<file path="config.mk">
export PLATFORM = sky130hd
export DESIGN_NAME = music_player_core_flat
export DESIGN_NICKNAME = d
export VERILOG_FILES = /design/src/rtl/music_player_core_if.sv /design/src/rtl/music_player_core.sv /design/src/flat_wrapper.sv
export SDC_FILE = /design/constraint.sdc
export NUM_CORES = 1
export LEC_CHECK = 0
export ABC_CLOCK_PERIOD_IN_PS = 3940
export CAP_MARGIN = 40
export CORE_MARGIN = 2
export CORE_UTILIZATION = 53
export CTS_BUF_LIST = sky130_fd_sc_hd__clkbuf_16
export DETAILED_ROUTE_END_ITERATION = 10
export HOLD_SLACK_MARGIN = 0.1
export PLACE_DENSITY = 0.8
export SYNTH_ARGS = -nofsm -noshare
export SYNTH_HDL_FRONTEND = slang
export SYNTH_SLANG_ARGS = --single-unit
</file>
<file path="constraint.sdc">
create_clock -name clk -period 3.94 [get_ports clk]
set_input_delay 0.788 -clock clk [delete_from_list [all_inputs] [get_ports clk]]
set_output_delay 0.788 -clock clk [all_outputs]
set_load 0.1 [all_outputs]
</file>
<file path="src/rtl/music_player_core_if.sv">
// Bus bundle for the music player core: transport controls, song selection,
// voice sample inputs and the codec/reader-facing outputs.
interface music_player_core_if #(
  parameter int NUM_VOICES = 4,
  parameter int SAMPLE_W   = 16,
  parameter int SONG_W     = 4
);
  logic                             play_button;
  logic                             next_button;
  logic [SONG_W-1:0]                song_select;
  logic                             song_select_valid;
  logic                             loop_en;
  logic                             song_done;
  logic                             new_frame;
  logic [NUM_VOICES*SAMPLE_W-1:0]   voice_sample;
  logic [NUM_VOICES-1:0]            voice_ready;
  logic                             play;
  logic                             reset_player;
  logic [SONG_W-1:0]                song;
  logic                             beat;
  logic                             generate_next_sample;
  logic                             new_sample_generated;
  logic signed [SAMPLE_W-1:0]       sample_out;

  modport master (
    output play_button, next_button, song_select, song_select_valid, loop_en,
           song_done, new_frame, voice_sample, voice_ready,
    input  play, reset_player, song, beat, generate_next_sample,
           new_sample_generated, sample_out
  );

  modport slave (
    input  play_button, next_button, song_select, song_select_valid, loop_en,
           song_done, new_frame, voice_sample, voice_ready,
    output play, reset_player, song, beat, generate_next_sample,
           new_sample_generated, sample_out
  );
endinterface

</file>
<file path="src/rtl/music_player_core.sv">
// Music player core: transport FSM with song sequencing, frame strobe edge
// detection, beat counter and a saturating multi-voice sample mixer.
module music_player_core #(
  parameter int NUM_VOICES = 4,
  parameter int SAMPLE_W   = 16,
  parameter int SONG_W     = 4,
  parameter int NUM_SONGS  = 16,
  parameter int BEAT_COUNT = 1000
) (
  input  logic                clk,
  input  logic                reset,
  music_player_core_if.slave  bus
);

  localparam int SUM_W  = SAMPLE_W + $clog2(NUM_VOICES);
  localparam int BEAT_W = (BEAT_COUNT > 1) ? $clog2(BEAT_COUNT) : 1;
  localparam logic [BEAT_W-1:0]       BEAT_LAST = BEAT_W'(BEAT_COUNT - 1);
  localparam logic signed [SUM_W-1:0] SAT_MAX   = SUM_W'((2 ** (SAMPLE_W - 1)) - 1);
  localparam logic signed [SUM_W-1:0] SAT_MIN   = ~SAT_MAX;

  typedef enum logic [1:0] {IDLE, PLAYING, PAUSED, RESTART} state_t;

  state_t                     state_q, state_d;
  state_t                     ret_q, ret_d;
  logic [SONG_W-1:0]          song_q, song_d;
  logic [SONG_W-1:0]          song_inc;
  logic                       sel_ok;
  logic                       playing;

  logic                       nf_q;
  logic                       gen_q;
  logic [BEAT_W-1:0]          beat_cnt_q;

  logic signed [SAMPLE_W-1:0] smp_p0 [NUM_VOICES];
  logic [NUM_VOICES-1:0]      mask_p0;
  logic                       mix_fire;
  logic signed [SUM_W-1:0]    sum_p0;
  logic signed [SAMPLE_W-1:0] mix_p1;
  logic                       vld_p1;
  logic signed [SAMPLE_W-1:0] sample_out_q;

  function automatic logic signed [SAMPLE_W-1:0] sat(input logic signed [SUM_W-1:0] v);
    if (v > SAT_MAX)      return SAT_MAX[SAMPLE_W-1:0];
    else if (v < SAT_MIN) return SAT_MIN[SAMPLE_W-1:0];
    else                  return v[SAMPLE_W-1:0];
  endfunction

  assign sel_ok   = (int'(bus.song_select) < NUM_SONGS);
  assign song_inc = (int'(song_q) == NUM_SONGS - 1) ? '0 : song_q + 1'b1;
  assign playing  = (state_q == PLAYING);

  // Transport next-state: one event per cycle, highest priority wins even if it turns out invalid.
  always_comb begin
    state_d = (state_q == RESTART) ? ret_q : state_q;
    ret_d   = ret_q;
    song_d  = song_q;
    if (bus.song_select_valid) begin
      if (sel_ok) begin
        song_d  = bus.song_select;
        state_d = RESTART;
        ret_d   = PLAYING;
      end
    end else if (bus.next_button) begin
      song_d  = song_inc;
      state_d = RESTART;
      ret_d   = IDLE;
    end else if (bus.song_done && playing) begin
      if (!bus.loop_en) song_d = song_inc;
      state_d = RESTART;
      ret_d   = bus.loop_en ? PLAYING : IDLE;
    end else if (bus.play_button && state_q != RESTART) begin
      case (state_q)
        IDLE:    state_d = PLAYING;
        PLAYING: state_d = PAUSED;
        PAUSED:  state_d = PLAYING;
        default: state_d = state_q;
      endcase
    end
  end

  // Transport state, restart target and current song registers.
  always_ff @(posedge clk) begin
    if (!reset) begin
      state_q <= IDLE;
      ret_q   <= IDLE;
      song_q  <= '0;
    end else begin
      state_q <= state_d;
      ret_q   <= ret_d;
      song_q  <= song_d;
    end
  end

  // Frame strobe rising-edge detect; one pulse per low-to-high transition.
  always_ff @(posedge clk) begin
    if (!reset) begin
      nf_q  <= 1'b0;
      gen_q <= 1'b0;
    end else begin
      nf_q  <= bus.new_frame;
      gen_q <= bus.new_frame && !nf_q;
    end
  end

  // Beat counter advances on frame pulses only while playing; restart zeroes it.
  always_ff @(posedge clk) begin
    if (!reset || state_q == RESTART) begin
      beat_cnt_q <= '0;
    end else if (gen_q && playing) begin
      beat_cnt_q <= (beat_cnt_q == BEAT_LAST) ? '0 : beat_cnt_q + 1'b1;
    end
  end

  // Stage p0: per-voice sample capture; a repeated ready pulse overwrites.
  always_ff @(posedge clk) begin
    for (int i = 0; i < NUM_VOICES; i++) begin
      if (bus.voice_ready[i]) smp_p0[i] <= $signed(bus.voice_sample[i*SAMPLE_W +: SAMPLE_W]);
    end
  end

  assign mix_fire = &mask_p0;

  // Wide signed sum of all captured voices.
  always_comb begin
    sum_p0 = '0;
    for (int i = 0; i < NUM_VOICES; i++) begin
      sum_p0 = sum_p0 + SUM_W'(smp_p0[i]);
    end
  end

  // Stage p1: saturated mix result held as pending for the next frame.
  always_ff @(posedge clk) begin
    if (mix_fire) mix_p1 <= sat(sum_p0);
  end

  // Mixer control: ready mask, pending flag and codec output; a mix landing on a frame pulse stays pending.
  always_ff @(posedge clk) begin
    if (!reset) begin
      mask_p0      <= '0;
      vld_p1       <= 1'b0;
      sample_out_q <= '0;
    end else begin
      if (gen_q && vld_p1) begin
        sample_out_q <= mix_p1;
        vld_p1       <= 1'b0;
      end
      if (mix_fire) vld_p1 <= 1'b1;
      mask_p0 <= (mix_fire ? '0 : mask_p0) | bus.voice_ready;
      if (state_q == RESTART) begin
        mask_p0 <= '0;
        vld_p1  <= 1'b0;
      end
    end
  end

  assign bus.play                 = playing;
  assign bus.reset_player         = (state_q == RESTART);
  assign bus.song                 = song_q;
  assign bus.beat                 = gen_q && playing && (beat_cnt_q == BEAT_LAST);
  assign bus.generate_next_sample = gen_q;
  assign bus.new_sample_generated = gen_q;
  assign bus.sample_out           = sample_out_q;

endmodule

</file>
<file path="src/flat_wrapper.sv">
// flat-port wrapper written by rule: the top's interface ports become plain ports
module music_player_core_flat 
#(
  parameter int NUM_VOICES = 4,
  parameter int SAMPLE_W   = 16,
  parameter int SONG_W     = 4,
  parameter int NUM_SONGS  = 16,
  parameter int BEAT_COUNT = 1000
)
  (clk, reset, bus_play_button, bus_next_button, bus_song_select, bus_song_select_valid, bus_loop_en, bus_song_done, bus_new_frame, bus_voice_sample, bus_voice_ready, bus_play, bus_reset_player, bus_song, bus_beat, bus_generate_next_sample, bus_new_sample_generated, bus_sample_out);
  music_player_core_if #(.NUM_VOICES(NUM_VOICES), .SAMPLE_W(SAMPLE_W), .SONG_W(SONG_W)) bus_i ();
  input  logic clk;
  input  logic reset;
  input wire logic [$bits(bus_i.play_button)-1:0] bus_play_button;
  input wire logic [$bits(bus_i.next_button)-1:0] bus_next_button;
  input wire logic [$bits(bus_i.song_select)-1:0] bus_song_select;
  input wire logic [$bits(bus_i.song_select_valid)-1:0] bus_song_select_valid;
  input wire logic [$bits(bus_i.loop_en)-1:0] bus_loop_en;
  input wire logic [$bits(bus_i.song_done)-1:0] bus_song_done;
  input wire logic [$bits(bus_i.new_frame)-1:0] bus_new_frame;
  input wire logic [$bits(bus_i.voice_sample)-1:0] bus_voice_sample;
  input wire logic [$bits(bus_i.voice_ready)-1:0] bus_voice_ready;
  output wire logic [$bits(bus_i.play)-1:0] bus_play;
  output wire logic [$bits(bus_i.reset_player)-1:0] bus_reset_player;
  output wire logic [$bits(bus_i.song)-1:0] bus_song;
  output wire logic [$bits(bus_i.beat)-1:0] bus_beat;
  output wire logic [$bits(bus_i.generate_next_sample)-1:0] bus_generate_next_sample;
  output wire logic [$bits(bus_i.new_sample_generated)-1:0] bus_new_sample_generated;
  output wire logic [$bits(bus_i.sample_out)-1:0] bus_sample_out;
  assign bus_i.play_button = bus_play_button;
  assign bus_i.next_button = bus_next_button;
  assign bus_i.song_select = bus_song_select;
  assign bus_i.song_select_valid = bus_song_select_valid;
  assign bus_i.loop_en = bus_loop_en;
  assign bus_i.song_done = bus_song_done;
  assign bus_i.new_frame = bus_new_frame;
  assign bus_i.voice_sample = bus_voice_sample;
  assign bus_i.voice_ready = bus_voice_ready;
  assign bus_play = bus_i.play;
  assign bus_reset_player = bus_i.reset_player;
  assign bus_song = bus_i.song;
  assign bus_beat = bus_i.beat;
  assign bus_generate_next_sample = bus_i.generate_next_sample;
  assign bus_new_sample_generated = bus_i.new_sample_generated;
  assign bus_sample_out = bus_i.sample_out;
  music_player_core #(.NUM_VOICES(NUM_VOICES), .SAMPLE_W(SAMPLE_W), .SONG_W(SONG_W), .NUM_SONGS(NUM_SONGS), .BEAT_COUNT(BEAT_COUNT)) u_core (.clk(clk), .reset(reset), .bus(bus_i));
endmodule
</file>
==> results of run 1 <==
-- registers in the layout, summed over array words and instances (netlist names) --
signal                           flops
u_core.smp_p0                       64
u_core.bus.sample_out               16
u_core.mix_p1                       16
u_core.beat_cnt_q                   10
u_core.bus.song                      4
u_core.mask_p0                       4
u_core.state_q                       2
u_core.bus.generate_next_sample      1
u_core.nf_q                          1
u_core.ret_q                         1
u_core.vld_p1                        1
-- routing by layer --
metal  global-route usage  vias up  wire [um]
met4               0.0875        0        223
met2                0.382      166       6540
met1                0.236     2027       4820
li1                     -     2061          -
met5                    0        -          0
met3               0.0536       26        726
-- through the flow --
step | instance area (um^2) | setup slack (ps) | instances | util | power [mW]
floorplan | 6060 | 305 | 534 | - | 3.15
global placement | 7230 | 184 | 771 | 0.641 | 3.49
detailed placement | 7640 | -20.6 | 798 | 0.678 | 3.59
CTS | 8260 | 66.5 | 833 | 0.733 | 5.20
global route | 8300 | 5.39 | 834 | 0.736 | 5.58
finish | 8300 | 171 | 834 | 0.736 | 5.26
-- power by group --
group,total [mW],internal [mW],switching (mW)
Clock,1.46,0.936,0.520
Sequential,1.56,1.53,0.0255
Combinational,2.25,0.975,1.27
-- cells by family after synthesis --
| family | synth area share |
|---|---|
| compound gates | 0.114 |
| xor+xnor | 0.0388 |
| fa+ha+maj | 0.148 |
| buf+inv | 0.0766 |
| flops | 0.529 |
| mux | 0.00496 |
| simple gates | 0.0890 |
-- what timing repair did --
action / in CTS / in global routing
endpoints found under the hold margin: 0 / 0
setup endpoints to repair: 14 / 15
gates resized for setup: 1 / 7
pin swaps: 2 / 2
buffers inserted: 3 / 1
-- layout make-up --
cell class | count | area, um^2 | area share
clock buffer | 21 | 526 | 0.0633
timing repair buffer | 139 | 1530 | 0.185
clock inverter | 11 | 48.8 | 0.00588
multi-input combinational | 298 | 2430 | 0.293
sequential | 120 | 3200 | 0.386
inverter | 102 | 383 | 0.0461
tap | 143 | 179 | 0.0216
-- cells in the final DEF, fill, tap and decap left out, types with 3 or more instances in the layout --
| master | count |
|---|---|
| sky130_fd_sc_hd__o21ai_2 | 10 |
| sky130_fd_sc_hd__nand2b_1 | 3 |
| sky130_fd_sc_hd__o211ai_1 | 4 |
| sky130_fd_sc_hd__o21ai_0 | 20 |
| sky130_fd_sc_hd__nand4_1 | 5 |
| sky130_fd_sc_hd__edfxtp_1 | 80 |
| sky130_fd_sc_hd__buf_8 | 26 |
| sky130_fd_sc_hd__fa_1 | 32 |
| sky130_fd_sc_hd__mux2i_1 | 3 |
| sky130_fd_sc_hd__a21boi_0 | 18 |
| sky130_fd_sc_hd__nor2_1 | 18 |
| sky130_fd_sc_hd__a221o_1 | 3 |
| sky130_fd_sc_hd__clkdlybuf4s50_1 | 103 |
| sky130_fd_sc_hd__a21oi_1 | 26 |
| sky130_fd_sc_hd__nor2b_1 | 3 |
| sky130_fd_sc_hd__ha_1 | 19 |
| sky130_fd_sc_hd__a21o_1 | 3 |
| sky130_fd_sc_hd__nand2_1 | 56 |
| sky130_fd_sc_hd__a21oi_2 | 3 |
| sky130_fd_sc_hd__dfxtp_1 | 40 |
| sky130_fd_sc_hd__and3_1 | 4 |
| sky130_fd_sc_hd__clkinv_2 | 4 |
| sky130_fd_sc_hd__buf_4 | 7 |
| sky130_fd_sc_hd__nand3_1 | 7 |
| sky130_fd_sc_hd__xnor2_1 | 12 |
| sky130_fd_sc_hd__inv_1 | 106 |
| sky130_fd_sc_hd__and2_1 | 9 |
| sky130_fd_sc_hd__xor2_1 | 12 |
| sky130_fd_sc_hd__clkbuf_16 | 21 |
-- final timing paths --
check | from | to | slack, ps | cells past startpoint
setup / recovery | u_core.smp_p0[3][1] | u_core.mix_p1[4] | 170 | 13
hold / removal | u_core.nf_q | u_core.bus.generate_next_sample | 380 | 1
setup reg to reg | u_core.smp_p0[3][1] | u_core.mix_p1[4] | 170 | 13
hold reg to reg | u_core.nf_q | u_core.bus.generate_next_sample | 380 | 1
-- worst register-to-register path: stages, from the launching register on --
cell and delay (ps):
sky130_fd_sc_hd__edfxtp_1 340, sky130_fd_sc_hd__inv_1 70, sky130_fd_sc_hd__fa_1 500, sky130_fd_sc_hd__fa_1 520
sky130_fd_sc_hd__inv_1 40, sky130_fd_sc_hd__ha_1 230, sky130_fd_sc_hd__fa_2 400, sky130_fd_sc_hd__a211oi_4 290
sky130_fd_sc_hd__o211ai_1 120, sky130_fd_sc_hd__a221o_1 350, sky130_fd_sc_hd__xnor2_2 310, sky130_fd_sc_hd__buf_6 180
sky130_fd_sc_hd__a21oi_1 50, sky130_fd_sc_hd__o21ai_0 190
==> impl_metrics.json, run 1 <==
{
  "run_status": "complete, no violations",
  "async_reset_ff_frac": 0,
  "worst_slew_pin_slew_ps": 860,
  "cts_made_buffers": 17,
  "vdd_ir_drop_max_v": 0.000434,
  "grt_antenna_before_repair": 0,
  "pin_count_of_the_biggest_net_entering_global_routing": 26,
  "setup_viol": 0,
  "drt-wirelength-per-cell_um": 14.8,
  "vias_per_cell": 5.13,
  "antennaDiodeCount": 0,
  "clock_tree_from_tritoncts": "done",
  "cell_rows": 39,
  "critical-path-max-stage-delay_ps": 520,
  "crit_path_end_kind": "flop",
  "syn_to_final_growth_pct": 37.0,
  "dp.final_hpwl_um": 9250,
  "dr.first_iter.drc_count": 238,
  "coreArea_um2": 11300,
  "maximum_operating_frequency_mhz": 265,
  "ys_types": 47,
  "min_path_type": "flop to flop",
  "setup.worst_path.class": "flop to flop",
  "worstSkewPairLatency_ps": 410,
  "worstPathRequired_ps": 4170,
  "synth_edf_count": 80,
  "critical_path.slowest_cell": "sky130_fd_sc_hd__fa_1",
  "synth_cells": 534,
  "p_leak_nw": 3.48,
  "overflow": 0,
  "clock_slew_at_reported_path_ffs_ps": 50,
  "syn-num-nets": 666,
  "grt_setup_unrepaired": "no",
  "dr_total_vias": 4280,
  "postSynthRegisterBits": 120,
  "layout-drive-gt1-share": 0.129,
  "initial_utilization": 0.537,
  "power_density_relative_to_cell_area_nw_per_um2": 633,
  "dieWidth_um": 111,
  "port-buffer-count": 104,
  "crit_buf_inv": 3,
  "timing.max_slew.rel_slack": 0.425,
  "crit_chain": "inv_1, fa_1, fa_1, inv_1, ha_1, fa_2, a211oi_4, o211ai_1, a221o_1, xnor2_2, buf_6, a21oi_1, o21ai_0",
  "synth_seq_area_share": 0.529,
  "drtPass1Iterations": 6,
  "detail_route.drc_violations": 0,
  "clock-skew-final_ps": 9.96,
  "cts_max_level": 4,
  "detail_route.wirelength_um": 12300,
  "cts-root-to-sink-buffers": 2,
  "final.setup.tns_ps": 0,
  "grtUsageTotal": 0.211,
  "fill_cells": 752,
  "maxSlewViolCount": 0,
  "syn_avg_cell_area_um2": 11.3,
  "synth.area.top_cells": "sky130_fd_sc_hd__edfxtp_1 (40%), sky130_fd_sc_hd__dfxtp_1 (13%), sky130_fd_sc_hd__fa_1 (11%)",
  "vias_in_the_first_global_route": 4481,
  "arrival_ps": 4000,
  "worst-path-max-fanout": 9,
  "synth_cell_count_leaders": "sky130_fd_sc_hd__inv_1 (102), sky130_fd_sc_hd__edfxtp_1 (80), sky130_fd_sc_hd__nand2_1 (56)",
  "final_net_count": 810,
  "synth_top_area_share": 0.397,
  "flip_flop_cell_with_the_highest_count_after_synthesis": "sky130_fd_sc_hd__edfxtp_1",
  "clock_tree.root_cell": "sky130_fd_sc_hd__clkbuf_16",
  "cts-hold-fix-buffers": 0,
  "max_cap_viol_count": 0,
  "grt_first_pass_wirelength_um": 20400,
  "min_hold_slack_ps": 380,
  "antenna_violating_nets_post_route": 0,
  "finalHoldViolCount": 0,
  "cp_top_family": "adder cells",
  "synth_most_common_cell": "sky130_fd_sc_hd__inv_1",
  "place_congestion": 0.852,
  "worst_setup_path_start_kind": "flop",
  "synth.largest_area_cell": "sky130_fd_sc_hd__edfxtp_1",
  "clock_tree_sinks": 120,
  "io-pin-count": 105,
  "die-height_um": 111,
  "syn-cell-area_um2": 6060,
  "design.die.area_um2": 12300,
  "final_period_utilization": 0.956,
  "period_needed_ps": 3770,
  "ys_warn_count": 0
}
Power figures use the tool's default switching activity.
==> inputs of run 2 (changes only) <==
--- a/config.mk
+++ b/config.mk
@@ -13,6 +13,7 @@
 export DETAILED_ROUTE_END_ITERATION = 10
 export HOLD_SLACK_MARGIN = 0.1
 export PLACE_DENSITY = 0.8
+export SLEW_MARGIN = 20
 export SYNTH_ARGS = -nofsm -noshare
 export SYNTH_HDL_FRONTEND = slang
 export SYNTH_SLANG_ARGS = --single-unit
==> impl_metrics.json, run 2 (same netlist as run 1, synthesis figures left out) <==
{
  "dr.first_iter.drc_count": 240,
  "dp.final_hpwl_um": 9250,
  "clock_tree_sinks": 120,
  "cts_max_level": 4,
  "worstSkewPairLatency_ps": 410,
  "dieWidth_um": 111,
  "critical-path-max-stage-delay_ps": 520,
  "worstPathRequired_ps": 4170,
  "min_path_type": "flop to flop",
  "clock_slew_at_reported_path_ffs_ps": 50,
  "cts_made_buffers": 17,
  "dp_worst_setup_slack_ps": -20.6,
  "timing.max_slew.rel_slack": 0.608,
  "grt_first_pass_wirelength_um": 20400,
  "io-pin-count": 105,
  "worst-path-max-fanout": 9,
  "vias_in_the_first_global_route": 4481,
  "dp_cells": 798,
  "overflow": 0,
  "clock_tree.root_cell": "sky130_fd_sc_hd__clkbuf_16",
  "cts-hold-fix-buffers": 0,
  "worst_slew_pin_slew_ps": 587,
  "clock-skew-final_ps": 10.2,
  "grt_setup_unrepaired": "no",
  "finalHoldViolCount": 0,
  "vdd_ir_drop_max_v": 0.000433,
  "maxSlewViolCount": 0,
  "cts-root-to-sink-buffers": 2,
  "layout-drive-gt1-share": 0.130,
  "die-height_um": 111,
  "coreArea_um2": 11300,
  "max_cap_viol_count": 0,
  "crit_buf_inv": 3,
  "cell_rows": 39,
  "grtUsageTotal": 0.211,
  "design_area_um2": 8320,
  "utilization": 0.738,
  "worst_setup_path_start_kind": "flop",
  "syn_to_final_growth_pct": 37.3,
  "arrival_ps": 4000,
  "max_reg_flops": 64,
  "most_common_cell_after_layout_fill_and_taps_aside": "sky130_fd_sc_hd__inv_1",
  "clock_tree_from_tritoncts": "done",
  "drt-wirelength-per-cell_um": 14.9,
  "port-buffer-count": 104,
  "crit_chain": "inv_1, fa_1, fa_1, inv_1, ha_1, fa_2, a211oi_4, o211ai_1, a221o_1, xnor2_2, buf_6, a21oi_1, o21ai_0",
  "grt_antenna_before_repair": 0,
  "total_power_mw": 5.26,
  "most-common-layout-cells": "sky130_fd_sc_hd__inv_1 (106), sky130_fd_sc_hd__clkdlybuf4s50_1 (103), sky130_fd_sc_hd__edfxtp_1 (80), sky130_fd_sc_hd__nand2_1 (56), sky130_fd_sc_hd__dfxtp_1 (40)",
  "setup_viol": 0,
  "drtPass1Iterations": 5,
  "design.die.area_um2": 12300,
  "stdcell_count": 835,
  "final_period_utilization": 0.956,
  "cp_top_family": "adder cells",
  "critical_path.slowest_cell": "sky130_fd_sc_hd__fa_1",
  "maximum_operating_frequency_mhz": 265,
  "crit_path_end_kind": "flop",
  "dr_total_vias": 4277,
  "fill_cells": 751,
  "detail_route.wirelength_um": 12400,
  "antennaDiodeCount": 0,
  "p_leak_nw": 3.49,
  "final_net_count": 811,
  "vias_per_cell": 5.12,
  "setup.worst_path.class": "flop to flop",
  "pin_count_of_the_biggest_net_entering_global_routing": 26,
  "initial_utilization": 0.537,
  "detail_route.drc_violations": 0,
  "postPlaceCellArea_um2": 7640,
  "place_congestion": 0.852,
  "run_status": "complete, no violations",
  "period_needed_ps": 3770,
  "setup_ws_ps": 172,
  "registers.top_by_ff_count": "u_core.smp_p0",
  "power_density_relative_to_cell_area_nw_per_um2": 633,
  "antenna_violating_nets_post_route": 0
}
## run 2: cell types whose count changed in the layout (fill, tap and decap cells not counted)
cell                    before  now
sky130_fd_sc_hd__buf_8      26   27
## run 2: stage by stage
stage	TNS, ps	hold WS [ps]
floorplan	0	367
global placement	0	374
detailed placement	-54.8	377
CTS	0	385
global route	0	403
finish	0	380
## run 2: layout make-up
type	count	area [um^2]	area share
sequential	120	3200	0.385
multi-input combinational	298	2430	0.292
inverter	102	383	0.0460
timing repair buffer	140	1550	0.186
clock buffer	21	526	0.0632
tap	143	179	0.0215
clock inverter	11	48.8	0.00587
## run 2: path summary, 6_finish.rpt
| check | from | slack (ps) | cells after the start | end |
|---|---|---|---|---|
| worst max register to register | u_core.smp_p0[3][1] | 170 | 13 | u_core.mix_p1[4] |
| worst min-delay path | u_core.nf_q | 380 | 1 | u_core.bus.generate_next_sample |
| worst min register to register | u_core.nf_q | 380 | 1 | u_core.bus.generate_next_sample |
| worst max-delay path | u_core.smp_p0[3][1] | 170 | 13 | u_core.mix_p1[4] |
## run 2: per-layer routing
| layer | GRT usage | vias up | share of wire |
|---|---|---|---|
| li1 | - | 2062 | - |
| met1 | 0.236 | 2026 | 0.39 |
| met2 | 0.382 | 168 | 0.53 |
| met3 | 0.0536 | 21 | 0.057 |
| met4 | 0.0875 | 0 | 0.016 |
| met5 | 0 | - | 0 |
## run 2: timing repair
| action | CTS | global route |
|---|---|---|
| resized for setup | 1 | 7 |
| pin swaps | 2 | 2 |
| setup buffers | 3 | 1 |
| endpoints found under the setup margin | 14 | 15 |
## run 2: power breakdown
| part | switching (mW) | internal (mW) | total, mW | leakage [nW] |
|---|---|---|---|---|
| Sequential | 0.0257 | 1.53 | 1.56 | 1.10 |
| Combinational | 1.28 | 0.976 | 2.25 | 2.08 |
| Clock | 0.520 | 0.936 | 1.46 | 0.309 |
| Total | 1.82 | 3.44 | 5.26 | 3.49 |
## run 2: worst register-to-register path, stage by stage (launching register included)
cell                       delay [ps]
sky130_fd_sc_hd__edfxtp_1         340
sky130_fd_sc_hd__inv_1             70
sky130_fd_sc_hd__fa_1             500
sky130_fd_sc_hd__fa_1             520
sky130_fd_sc_hd__inv_1             40
sky130_fd_sc_hd__ha_1             230
sky130_fd_sc_hd__fa_2             400
sky130_fd_sc_hd__a211oi_4         290
sky130_fd_sc_hd__o211ai_1         120
sky130_fd_sc_hd__a221o_1          350
sky130_fd_sc_hd__xnor2_2          310
sky130_fd_sc_hd__buf_6            180
sky130_fd_sc_hd__a21oi_1           50
sky130_fd_sc_hd__o21ai_0          190
==> inputs of run 3 (changes only) <==
--- a/config.mk
+++ b/config.mk
@@ -7,12 +7,13 @@
 export LEC_CHECK = 0
 export ABC_CLOCK_PERIOD_IN_PS = 3940
 export CAP_MARGIN = 40
+export CELL_PAD_IN_SITES_DETAIL_PLACEMENT = 0
+export CELL_PAD_IN_SITES_GLOBAL_PLACEMENT = 1
 export CORE_MARGIN = 2
-export CORE_UTILIZATION = 53
+export CORE_UTILIZATION = 42
 export CTS_BUF_LIST = sky130_fd_sc_hd__clkbuf_16
 export DETAILED_ROUTE_END_ITERATION = 10
-export HOLD_SLACK_MARGIN = 0.1
-export PLACE_DENSITY = 0.8
+export PLACE_DENSITY_LB_ADDON = 0.1
 export SLEW_MARGIN = 20
 export SYNTH_ARGS = -nofsm -noshare
 export SYNTH_HDL_FRONTEND = slang
==> constraint.sdc (replaced) <==
create_clock -name clk -period 3.94 [get_ports clk]
set_input_delay 0.985 -clock clk [delete_from_list [all_inputs] [get_ports clk]]
set_output_delay 0.985 -clock clk [all_outputs]
set_load 0.1 [all_outputs]
==> impl_metrics.json, run 3 (same netlist as run 1, synthesis figures left out) <==
{
  "final_net_count": 811,
  "dr_total_vias": 3984,
  "switching_power_as_a_share_of_total_power": 0.333,
  "setup.worst_path.class": "flop to flop",
  "cts_made_buffers": 17,
  "worst-path-max-fanout": 10,
  "max_reg_flops": 64,
  "setup_ws_ps": 154,
  "layout-drive-gt1-share": 0.132,
  "pwr-share-comb": 0.412,
  "utilization": 0.599,
  "vias_per_cell": 4.57,
  "run_status": "complete, no violations",
  "overflow": 0,
  "design_area_um2": 8380,
  "worst_setup_path_start_kind": "flop",
  "place_congestion": 0.816,
  "port-buffer-count": 104,
  "clock-skew-final_ps": 14.9,
  "worstSkewPairLatency_ps": 420,
  "clock_tree_from_tritoncts": "done",
  "arrival_ps": 3940,
  "cts-hold-fix-buffers": 0,
  "most-common-layout-cells": "sky130_fd_sc_hd__inv_1 (103), sky130_fd_sc_hd__clkdlybuf4s50_1 (102), sky130_fd_sc_hd__edfxtp_1 (80), sky130_fd_sc_hd__nand2_1 (56), sky130_fd_sc_hd__dfxtp_1 (40)",
  "grt_first_pass_wirelength_um": 17800,
  "coreArea_um2": 14000,
  "detail_route.wirelength_um": 11100,
  "postPlaceCellArea_um2": 7700,
  "dr.first_iter.drc_count": 118,
  "clockPowerShare": 0.296,
  "seq_power_share": 0.292,
  "timing.max_slew.rel_slack": 0.641,
  "dp_worst_setup_slack_ps": 44.6,
  "dp_cells": 838,
  "antenna_violating_nets_post_route": 0,
  "min_path_type": "flop to flop",
  "worstPathRequired_ps": 4100,
  "worst_slew_pin_slew_ps": 538,
  "drt-wirelength-per-cell_um": 12.7,
  "p_leak_nw": 3.46,
  "clock_tree_sinks": 120,
  "final.setup.tns_ps": 0,
  "cts-root-to-sink-buffers": 2,
  "min_hold_slack_ps": 383,
  "registers.top_by_ff_count": "u_core.smp_p0",
  "syn_to_final_growth_pct": 38.3,
  "vias_in_the_first_global_route": 3941,
  "initial_utilization": 0.433,
  "final_period_utilization": 0.961,
  "die-height_um": 124,
  "antennaDiodeCount": 0,
  "clock_tree.root_cell": "sky130_fd_sc_hd__clkbuf_16",
  "drtPass1Iterations": 6,
  "setup_viol": 0,
  "stdcell_count": 872,
  "period_needed_ps": 3790,
  "power_density_relative_to_cell_area_nw_per_um2": 636,
  "dieWidth_um": 124,
  "grt_antenna_before_repair": 0,
  "detail_route.drc_violations": 0,
  "cts_max_level": 4,
  "internal-power_mw": 3.55,
  "maximum_operating_frequency_mhz": 264,
  "net-switching-power_mw": 1.77,
  "dp.final_hpwl_um": 8900,
  "io-pin-count": 105,
  "crit_path_end_kind": "flop",
  "max_cap_viol_count": 0,
  "pin_count_of_the_biggest_net_entering_global_routing": 26,
  "vdd_ir_drop_max_v": 0.000364,
  "maxSlewViolCount": 0,
  "most_common_cell_after_layout_fill_and_taps_aside": "sky130_fd_sc_hd__inv_1",
  "design.die.area_um2": 15400,
  "finalHoldViolCount": 0,
  "grtUsageTotal": 0.156,
  "clock_slew_at_reported_path_ffs_ps": 50,
  "total_power_mw": 5.33,
  "cell_rows": 43
}
## run 3: layer usage
metal	track usage	part of all wire	up-vias
li1	-	-	2059
met1	0.201	0.47	1824
met2	0.244	0.47	87
met3	0.0417	0.046	14
met4	0.0758	0.020	0
met5	0	0	-
## run 3: final timing paths
check	startpoint	end	slack, ps	cells past startpoint
setup / recovery	u_core.smp_p0[2][1]	u_core.mix_p1[10]	150	14
hold / removal	u_core.nf_q	u_core.bus.generate_next_sample	380	1
setup reg to reg	u_core.smp_p0[2][1]	u_core.mix_p1[10]	150	14
hold reg to reg	u_core.nf_q	u_core.bus.generate_next_sample	380	1
## run 3: repair_timing
action                     4_1_cts  5_1_grt
buffers inserted                 0        2
setup endpoints to repair        0       15
resized for setup                0        8
## run 3: final cells by class
class | instances | area (um^2)
clock buffers | 17 | 425
clock inverters | 15 | 185
fillers | 1188 | 5610
inverters | 102 | 383
multi-input cells | 298 | 2430
flip-flops and latches | 120 | 3200
well taps | 180 | 225
repair buffers | 140 | 1520
## run 3: power by group through the flow
stage	Sequential [mW]	Clock, mW	Combinational [mW]
after floorplan	1.60	0	1.55
final	1.55	1.58	2.19
after detailed placement	1.58	0	2.05
after CTS	1.55	1.62	2.07
after global placement	1.58	0	2.01
after global routing	1.56	1.67	2.47
## run 3: critical path, stage by stage, from the launching register on
cell	delay, ps
sky130_fd_sc_hd__edfxtp_1	360
sky130_fd_sc_hd__inv_1	90
sky130_fd_sc_hd__fa_1	440
sky130_fd_sc_hd__fa_1	520
sky130_fd_sc_hd__inv_1	40
sky130_fd_sc_hd__ha_1	240
sky130_fd_sc_hd__fa_2	380
sky130_fd_sc_hd__a211oi_2	260
sky130_fd_sc_hd__o211ai_1	110
sky130_fd_sc_hd__a221o_1	380
sky130_fd_sc_hd__xnor2_4	190
sky130_fd_sc_hd__buf_4	170
sky130_fd_sc_hd__a21oi_4	130
sky130_fd_sc_hd__buf_12	150
sky130_fd_sc_hd__o21ai_2	60
